`src/rtl/cpu_cu_pkg.sv`:
```
// Shared definitions for the cpu_cu control unit: FSM state encoding,
// instruction class codes and instruction-register field positions.
// Optional build macro: CPU_CU_STEP_EN adds the STEP_WAIT state.
package cpu_cu_pkg;

    // FSM state encoding
    typedef enum logic [3:0] {
        ST_RST       = 4'd0,
        ST_FETCH     = 4'd1,
        ST_DECODE    = 4'd2,
        ST_EX_ALU    = 4'd3,
        ST_LD_A      = 4'd4,
        ST_LD_W      = 4'd5,
        ST_STORE     = 4'd6,
        ST_JMP       = 4'd7,
`ifdef CPU_CU_STEP_EN
        ST_HALT      = 4'd8,
        ST_STEP_WAIT = 4'd9
`else
        ST_HALT      = 4'd8
`endif
    } state_t;

    // Instruction class codes, IR[11:9]
    localparam logic [2:0] CLS_ALU   = 3'b000;
    localparam logic [2:0] CLS_LOAD  = 3'b001;
    localparam logic [2:0] CLS_STORE = 3'b010;
    localparam logic [2:0] CLS_JMP   = 3'b011;
    localparam logic [2:0] CLS_BRZ   = 3'b100;
    localparam logic [2:0] CLS_BRN   = 3'b101;
    localparam logic [2:0] CLS_BRC   = 3'b110;
    localparam logic [2:0] CLS_HALT  = 3'b111;

    // Instruction register field bit positions
    localparam int OP_HI   = 15;
    localparam int OP_LO   = 12;
    localparam int CLS_HI  = 11;
    localparam int CLS_LO  = 9;
    localparam int DEST_HI = 8;
    localparam int DEST_LO = 6;
    localparam int R_HI    = 5;
    localparam int R_LO    = 3;
    localparam int S_HI    = 2;
    localparam int S_LO    = 0;

endpackage

```
`src/rtl/cpu_cu_decode.sv`:
```
// Combinational instruction decoder: splits IR into its fields and
// resolves whether a conditional branch is taken from the saved flags.
module cpu_cu_decode
    import cpu_cu_pkg::*;
(
    input  logic [15:0] ir,
    input  logic        fc,
    input  logic        fn,
    input  logic        fz,
    output logic [2:0]  cls,
    output logic [2:0]  dest,
    output logic [2:0]  r_fld,
    output logic [2:0]  s_fld,
    output logic [3:0]  alu_op,
    output logic        is_branch,
    output logic        br_taken
);

    assign cls    = ir[CLS_HI:CLS_LO];
    assign dest   = ir[DEST_HI:DEST_LO];
    assign r_fld  = ir[R_HI:R_LO];
    assign s_fld  = ir[S_HI:S_LO];
    assign alu_op = ir[OP_HI:OP_LO];

    // Each branch class tests exactly one saved flag; other classes never branch
    always_comb begin
        is_branch = 1'b0;
        br_taken  = 1'b0;
        case (cls)
            CLS_BRZ: begin is_branch = 1'b1; br_taken = fz; end
            CLS_BRN: begin is_branch = 1'b1; br_taken = fn; end
            CLS_BRC: begin is_branch = 1'b1; br_taken = fc; end
            default: begin is_branch = 1'b0; br_taken = 1'b0; end
        endcase
    end

endmodule

```
`src/rtl/cpu_cu.sv`:
```
// cpu_cu: fetch/decode/execute control FSM for the CPU execution unit.
// Outputs are Moore-decoded from the state register, with IR fields
// routed combinationally. Holds the C/N/Z flag copies and a retired-
// instruction counter. Optional build macro: CPU_CU_STEP_EN adds a
// step input and a STEP_WAIT state in front of every non-reset FETCH.
module cpu_cu
    import cpu_cu_pkg::*;
#(
    parameter logic [3:0] PASS_R_OP = 4'h0,
    parameter int          CNT_W     = 16
) (
    input  logic             clk,
    input  logic             reset,
`ifdef CPU_CU_STEP_EN
    input  logic             step,
`endif
    input  logic [15:0]      IR,
    input  logic             C,
    input  logic             N,
    input  logic             Z,
    output logic             W_En,
    output logic             pc_ld,
    output logic             pc_inc,
    output logic             adr_sel,
    output logic             S_Sel,
    output logic             reg_w_en,
    output logic             ir_ld,
    output logic [2:0]       W_Adr,
    output logic [2:0]       R_Adr,
    output logic [2:0]       S_Adr,
    output logic [3:0]       ALU_OP,
    output logic             halted,
    output logic [CNT_W-1:0] instr_cnt
);

    // Where an instruction goes when it completes
`ifdef CPU_CU_STEP_EN
    localparam state_t NEXT_INSTR = ST_STEP_WAIT;
`else
    localparam state_t NEXT_INSTR = ST_FETCH;
`endif

    state_t           state_reg, state_next;
    logic             fc_reg, fn_reg, fz_reg;
    logic [CNT_W-1:0] cnt_reg;
    logic             retire;

    logic [2:0] cls, dest, r_fld, s_fld;
    logic [3:0] op_fld;
    logic       is_branch, br_taken;

    cpu_cu_decode u_decode (
        .ir        (IR),
        .fc        (fc_reg),
        .fn        (fn_reg),
        .fz        (fz_reg),
        .cls       (cls),
        .dest      (dest),
        .r_fld     (r_fld),
        .s_fld     (s_fld),
        .alu_op    (op_fld),
        .is_branch (is_branch),
        .br_taken  (br_taken)
    );

    // State register, flag copies and retired-instruction counter
    always_ff @(posedge clk) begin
        if (reset) begin
            state_reg <= ST_RST;
            fc_reg    <= 1'b0;
            fn_reg    <= 1'b0;
            fz_reg    <= 1'b0;
            cnt_reg   <= '0;
        end else begin
            state_reg <= state_next;
            if (state_reg == ST_EX_ALU) begin
                fc_reg <= C;
                fn_reg <= N;
                fz_reg <= Z;
            end
            if (retire) begin
                cnt_reg <= cnt_reg + CNT_W'(1);
            end
        end
    end

    // Next-state selection and retire pulse on each instruction's last cycle
    always_comb begin
        state_next = state_reg;
        retire     = 1'b0;
        case (state_reg)
            ST_RST:    state_next = ST_FETCH;
            ST_FETCH:  state_next = ST_DECODE;
            ST_DECODE: begin
                if (is_branch) begin
                    // A taken branch retires in JMP; a not-taken one here
                    if (br_taken) begin
                        state_next = ST_JMP;
                    end else begin
                        state_next = NEXT_INSTR;
                        retire     = 1'b1;
                    end
                end else begin
                    case (cls)
                        CLS_ALU:   state_next = ST_EX_ALU;
                        CLS_LOAD:  state_next = ST_LD_A;
                        CLS_STORE: state_next = ST_STORE;
                        CLS_JMP:   state_next = ST_JMP;
                        default: begin
                            // HALT counts once, on entry
                            state_next = ST_HALT;
                            retire     = 1'b1;
                        end
                    endcase
                end
            end
            ST_EX_ALU: begin state_next = NEXT_INSTR; retire = 1'b1; end
            ST_LD_A:   state_next = ST_LD_W;
            ST_LD_W:   begin state_next = NEXT_INSTR; retire = 1'b1; end
            ST_STORE:  begin state_next = NEXT_INSTR; retire = 1'b1; end
            ST_JMP:    begin state_next = NEXT_INSTR; retire = 1'b1; end
            ST_HALT:   state_next = ST_HALT;
`ifdef CPU_CU_STEP_EN
            ST_STEP_WAIT: begin
                if (step) begin
                    state_next = ST_FETCH;
                end
            end
`endif
            default:   state_next = ST_RST;
        endcase
    end

    // Moore control word; anything not named for a state stays 0
    always_comb begin
        W_En     = 1'b0;
        pc_ld    = 1'b0;
        pc_inc   = 1'b0;
        adr_sel  = 1'b0;
        S_Sel    = 1'b0;
        reg_w_en = 1'b0;
        ir_ld    = 1'b0;
        W_Adr    = 3'd0;
        R_Adr    = 3'd0;
        S_Adr    = 3'd0;
        ALU_OP   = 4'd0;
        halted   = 1'b0;
        case (state_reg)
            ST_FETCH: begin
                ir_ld  = 1'b1;
                pc_inc = 1'b1;
            end
            ST_EX_ALU: begin
                W_Adr    = dest;
                R_Adr    = r_fld;
                S_Adr    = s_fld;
                ALU_OP   = op_fld;
                reg_w_en = 1'b1;
            end
            ST_LD_A: begin
                adr_sel = 1'b1;
                R_Adr   = r_fld;
            end
            ST_LD_W: begin
                adr_sel  = 1'b1;
                R_Adr    = r_fld;
                S_Sel    = 1'b1;
                W_Adr    = dest;
                reg_w_en = 1'b1;
            end
            ST_STORE: begin
                adr_sel = 1'b1;
                R_Adr   = r_fld;
                S_Adr   = s_fld;
                W_En    = 1'b1;
            end
            ST_JMP: begin
                R_Adr  = r_fld;
                ALU_OP = PASS_R_OP;
                pc_ld  = 1'b1;
            end
            ST_HALT: halted = 1'b1;
            default: ;
        endcase
    end

    assign instr_cnt = cnt_reg;

endmodule

```
`config.mk`:
```
export PLATFORM = sky130hd
export DESIGN_NAME = cpu_cu
export DESIGN_NICKNAME = d
export VERILOG_FILES = /design/src/rtl/cpu_cu_pkg.sv /design/src/rtl/cpu_cu_decode.sv /design/src/rtl/cpu_cu.sv
export SDC_FILE = /design/constraint.sdc
export NUM_CORES = 1
export LEC_CHECK = 0
export CAP_MARGIN = 10
export CORE_ASPECT_RATIO = 1.25
export CORE_UTILIZATION = 30
export DETAILED_ROUTE_END_ITERATION = 10
export GPL_TIMING_DRIVEN = 1
export PLACE_DENSITY = 0.57
export SLEW_MARGIN = 15
export SYNTH_ARGS = -nofsm -noshare
export SYNTH_HDL_FRONTEND = slang
export SYNTH_SLANG_ARGS = --single-unit
```
`constraint.sdc`:
```
create_clock -name clk -period 4.1 [get_ports clk]
set_input_delay 0.41 -clock clk [delete_from_list [all_inputs] [get_ports clk]]
set_output_delay 0.41 -clock clk [all_outputs]
set_load 0.05 [all_outputs]
```
==> results of run 1 <==
worst max-delay path: stages, from the launching register on:
cell,delay (ns)
dfxtp_1,0.63
nand2_1,0.15
nor3_2,0.42
nor2_1,0.14
nor2b_1,0.13
clkdlybuf4s50_1,0.80
kinds of logic after synthesis:
logic type / count (synthesis) / share of synthesized area
multiplexers: 4 / 0.0299
AO/OA/AOI/OAI: 32 / 0.176
buffers and inverters: 16 / 0.0532
adder cells (fa/ha/maj): 1 / 0.00934
AND/OR/NAND/NOR: 71 / 0.297
flip-flops: 23 / 0.344
XOR/XNOR: 14 / 0.0915
metal layers:
metal	track usage	routed length (um)
met1	0.159	1420
met2	0.256	1620
met3	0.0253	215
met4	0.0467	34
met5	0	0
path summary, 6_finish.rpt:
path                                 endpoint  slack (ns)          start  cells past startpoint
worst min-delay path            instr_cnt[14]        0.51  instr_cnt[14]                      2
worst max-delay path                 R_Adr[1]        1.16   state_reg[0]                      5
worst max register to register  instr_cnt[12]        1.67   state_reg[1]                      5
worst min register to register  instr_cnt[14]        0.51  instr_cnt[14]                      2
cell type report:
cell class                 instances  area [um^2]  area share
multi-input combinational        122          808       0.410
tap                               56         70.1      0.0355
inverter                           4         15.0     0.00761
sequential                        23          460       0.233
timing repair buffer              57          571       0.289
clock buffer                       3         41.3      0.0209
clock inverter                     1         7.51     0.00380
report_power, final:
group / internal [mW] / switching, mW / leakage, nW
combinational: 0.0546 / 0.0718 / 0.400
clock: 0.0688 / 0.0747 / 0.0217
sequential: 0.229 / 0.0132 / 0.186
cell usage after synthesis, types with 2 or more instances:
library cell / count / area (um^2)
nand3_1: 6 / 30.0
a21oi_1: 12 / 60.1
a2111oi_2: 2 / 30.0
nor2b_1: 3 / 18.8
inv_1: 4 / 15.0
and2_1: 10 / 62.6
nand4_1: 4 / 25.0
mux2i_1: 4 / 40.0
nor3_1: 3 / 15.0
o21ai_0: 5 / 25.0
nand2_1: 8 / 30.0
nand2b_1: 3 / 18.8
nor2_1: 20 / 75.1
a211oi_1: 2 / 15.0
xnor2_1: 14 / 123
buf_4: 3 / 22.5
nor3b_1: 4 / 30.0
or3_1: 4 / 25.0
a2111oi_0: 2 / 17.5
dfxtp_1: 23 / 460
clkbuf_1: 8 / 30.0
through the flow:
stage	instance area [um^2]	power, mW
2_1_floorplan	1340	0.331
3_3_place_gp	1920	0.373
3_5_place_dp	1920	0.374
4_1_cts	1970	0.519
5_1_grt	1970	0.539
6_report	1970	0.512
==> results_dict.tcl, run 1 <==
set metrics [dict create \
    run_status "finished clean" \
    htree_num_levels 1 \
    yosysSeqAreaShare 0.344 \
    synth_flop_cell "dfxtp_1" \
    grt_pass1_vias 1231 \
    worstPathMaxFanout 13 \
    end_kind "primary output" \
    numCtsBuffers 3 \
    fin_ws_ns 1.16 \
    cp.required_ns 3.69 \
    overflow 0 \
    cts_buffer_depth 2 \
    critPathKind "flop to primary output" \
    holdCritPathClass "flop to flop" \
    num_antenna_cells 0 \
    drc_errors 0 \
    synth_edf_count 0 \
    synth_area_per_cell_um2 8.32 \
    cts_hold_buf 0 \
    worst_pin_slew_ns 0.770 \
    dpl_worst_slack_ns 1.27 \
    rows 26 \
    num_io_pins 58 \
    min_period_over_period 0.718 \
    final_common_cell "clkdlybuf4s50_1" \
    synth.distinct_cells 38 \
    drt_iter0_drc 16 \
    dp.cells 262 \
    powerDensity_mw_per_mm2 260 \
    core_area_mm2 0.00420 \
    drive_above_1_share 0.0524 \
    initial_core_util 0.319 \
    slew_viol_final 0 \
    yosys_warnings 0 \
    final_cells 266 \
    clock-sinks 23 \
    grt_max_degree 22 \
    syn_inst 161 \
    min_period_ns 2.94 \
    dp_hpwl_mm 2.53 \
    grt_antenna_before_repair 0 \
    fmax_mhz 340 \
    largest_register_ffs 16 \
    synthesis.area_mm2 0.00134 \
    postLayoutCoreUtil 0.470 \
    finalSetupViolCount 0 \
    layout.nets 233 \
    wl_per_cell_um 12.4 \
    maxCapViolations 0 \
    vias 1315 \
    cts_setup_buffers 0 \
    ys_ff_latch 23 \
    grt_use_total 0.142 \
    firstDrtPassIters 4 \
    wirelength_mm 3.30 \
    n_fill_cell 408 \
    holdWs_ns 0.512 \
    relSlewSlack 0.485 \
    portBuffers 57 \
    cts_resized 0 \
    grt_pass1_wl_mm 5.26 \
    insertion_delay_ns 0.27 \
    syn_nets 183 \
    finalClockSkew_ns 0.00675 \
    die_x_um 61.8 \
    rsz0062_at_grt "false" \
    cts_tree "done" \
    async_flop_share 0 \
    startpoint_type "flop" \
    vdd_drop_max_v 0.000161 \
    syn_to_final_growth_pct 47.2 \
    viasPerCell 4.94 \
    setup_tns_ns 0 \
    cts_root_buf "clkbuf_8" \
    clk_pin_slew_ns 0.09 \
    final_antenna_net_count 0 \
    leakage_nw 0.608 \
    die_area_mm2 0.00474 \
    mostFrequentLayoutCells "57 x clkdlybuf4s50_1, 23 x dfxtp_1, 20 x nor2_1" \
    worstPathArrival_ns 2.53 \
    final_hold_viol_count 0 \
    die_h_um 76.7 \
    globalplace.congestion 0.761 \
]
(Power assumes the default switching activity.)
==> run 2, diff against run 1 <==
==> constraint.sdc (replaced) <==
create_clock -name clk -period 2.9 [get_ports clk]
set_input_delay 0.29 -clock clk [delete_from_list [all_inputs] [get_ports clk]]
set_output_delay 0.29 -clock clk [all_outputs]
set_load 0.05 [all_outputs]
==> run 2 against run 1 <==
Compared with the run above: sequential cell count did not move; combinational power rose by 44%; setup slack got worse by 0.87 ns; clock skew fell by 0.0044 ns; final area rose by 0.95%.
==> results_dict.tcl, run 2 (synthesis results as in run 1) <==
set metrics [dict create \
    run_status "finished clean" \
    holdCritPathClass "flop to flop" \
    grt_antenna_before_repair 0 \
    cp.required_ns 2.61 \
    final_common_cell "clkdlybuf4s50_1" \
    cts_buffer_depth 2 \
    num_antenna_cells 0 \
    cts_root_buf "clkbuf_8" \
    maxCapViolations 0 \
    initial_core_util 0.319 \
    relSlewSlack 0.567 \
    grt_pass1_vias 1258 \
    numCtsBuffers 3 \
    core_area_mm2 0.00420 \
    die_h_um 76.7 \
    vias 1344 \
    syn_to_final_growth_pct 48.6 \
    globalplace.congestion 0.769 \
    drt_iter0_drc 25 \
    rows 26 \
    cts_tree "done" \
    powerDensity_mw_per_mm2 364 \
    fmax_mhz 383 \
    p_total_uw 724 \
    placed_area_mm2 0.00195 \
    critPathKind "flop to primary output" \
    die_area_mm2 0.00474 \
    p_int_uw 502 \
    wl_per_cell_um 12.4 \
    cts_hold_buf 0 \
    startpoint_type "flop" \
    grt_use_total 0.141 \
    clk_pin_slew_ns 0.08 \
    worstPathArrival_ns 2.32 \
    worstPathMaxFanout 11 \
    finalSetupViolCount 0 \
    min_period_ns 2.61 \
    setup_tns_ns 0 \
    vdd_drop_max_v 0.000234 \
    die_x_um 61.8 \
    power_frac_clock 0.277 \
    rsz0062_at_grt "false" \
    switching_share 0.307 \
    combPwrFrac 0.251 \
    drive_above_1_share 0.0610 \
    slew_viol_final 0 \
    end_kind "primary output" \
    overflow 0 \
    viasPerCell 5.00 \
    insertion_delay_ns 0.27 \
    finalClockSkew_ns 0.00230 \
    clock-sinks 23 \
    reg2reg_slack_ns 0.57 \
    worst_pin_slew_ns 0.633 \
    cts_setup_buffers 0 \
    grt_pass1_wl_mm 5.11 \
    htree_num_levels 1 \
    dpl_worst_slack_ns 0.283 \
    largest_register_ffs 16 \
    final_hold_viol_count 0 \
    stdcell_area_mm2 0.00199 \
    fin_ws_ns 0.288 \
    min_period_over_period 0.901 \
    leakage_nw 0.623 \
    final_antenna_net_count 0 \
    layout.nets 236 \
    cts_resized 0 \
    dp_hpwl_mm 2.53 \
    num_io_pins 58 \
    holdWs_ns 0.506 \
    drc_errors 0 \
    wirelength_mm 3.35 \
    portBuffers 57 \
    netSwitchingPower_uw 222 \
    firstDrtPassIters 4 \
    mostFrequentLayoutCells "57 x clkdlybuf4s50_1, 23 x dfxtp_1, 20 x nor2_1" \
    grt_max_degree 22 \
    seqPwrFrac 0.472 \
]
==> run 2: power by group through the flow <==
stage	Sequential, mW	Combinational [mW]	Clock [mW]
global route	0.344	0.195	0.221
floorplan	0.346	0.122	0
detailed placement	0.349	0.183	0
finish	0.342	0.182	0.201
global placement	0.349	0.181	0
CTS	0.342	0.184	0.209
==> run 2: per-layer routing <==
layer	vias to the layer above	wire length, um	GRT usage
met1	619	1410	0.148
met3	5	215	0.0270
met4	0	49	0.0600
li1	669	-	-
met5	-	0	0
met2	51	1680	0.258
==> run 2: layout make-up <==
| class | count | area [um^2] |
|---|---|---|
| Fill cell | 413 | 2200 |
| Multi-Input combinational cell | 122 | 808 |
| Timing Repair Buffer | 60 | 593 |
| Sequential cell | 23 | 460 |
| Tap cell | 56 | 70.1 |
| Clock buffer | 4 | 45.0 |
| Inverter | 4 | 15.0 |
==> run 2: worst paths after layout <==
path                        end          from  cells past startpoint
setup / recovery       W_Adr[1]  state_reg[2]                      4
hold / removal           fn_reg        fn_reg                      2
setup reg to reg  instr_cnt[14]  state_reg[1]                      5
hold reg to reg          fn_reg        fn_reg                      2
==> run 2: worst max-delay path: stages (launching register included) <==
cell and delay, ns:
dfxtp_1 0.61, xnor2_1 0.11, nor3b_1 0.35, and2_1 0.18
clkdlybuf4s50_1 0.80
==> run 2: through the flow <==
stage / util / instances
after floorplan: - / 161
after global placement: 0.464 / 265
after detailed placement: 0.464 / 265
after CTS: 0.475 / 269
after global routing: 0.475 / 269
final: 0.475 / 269
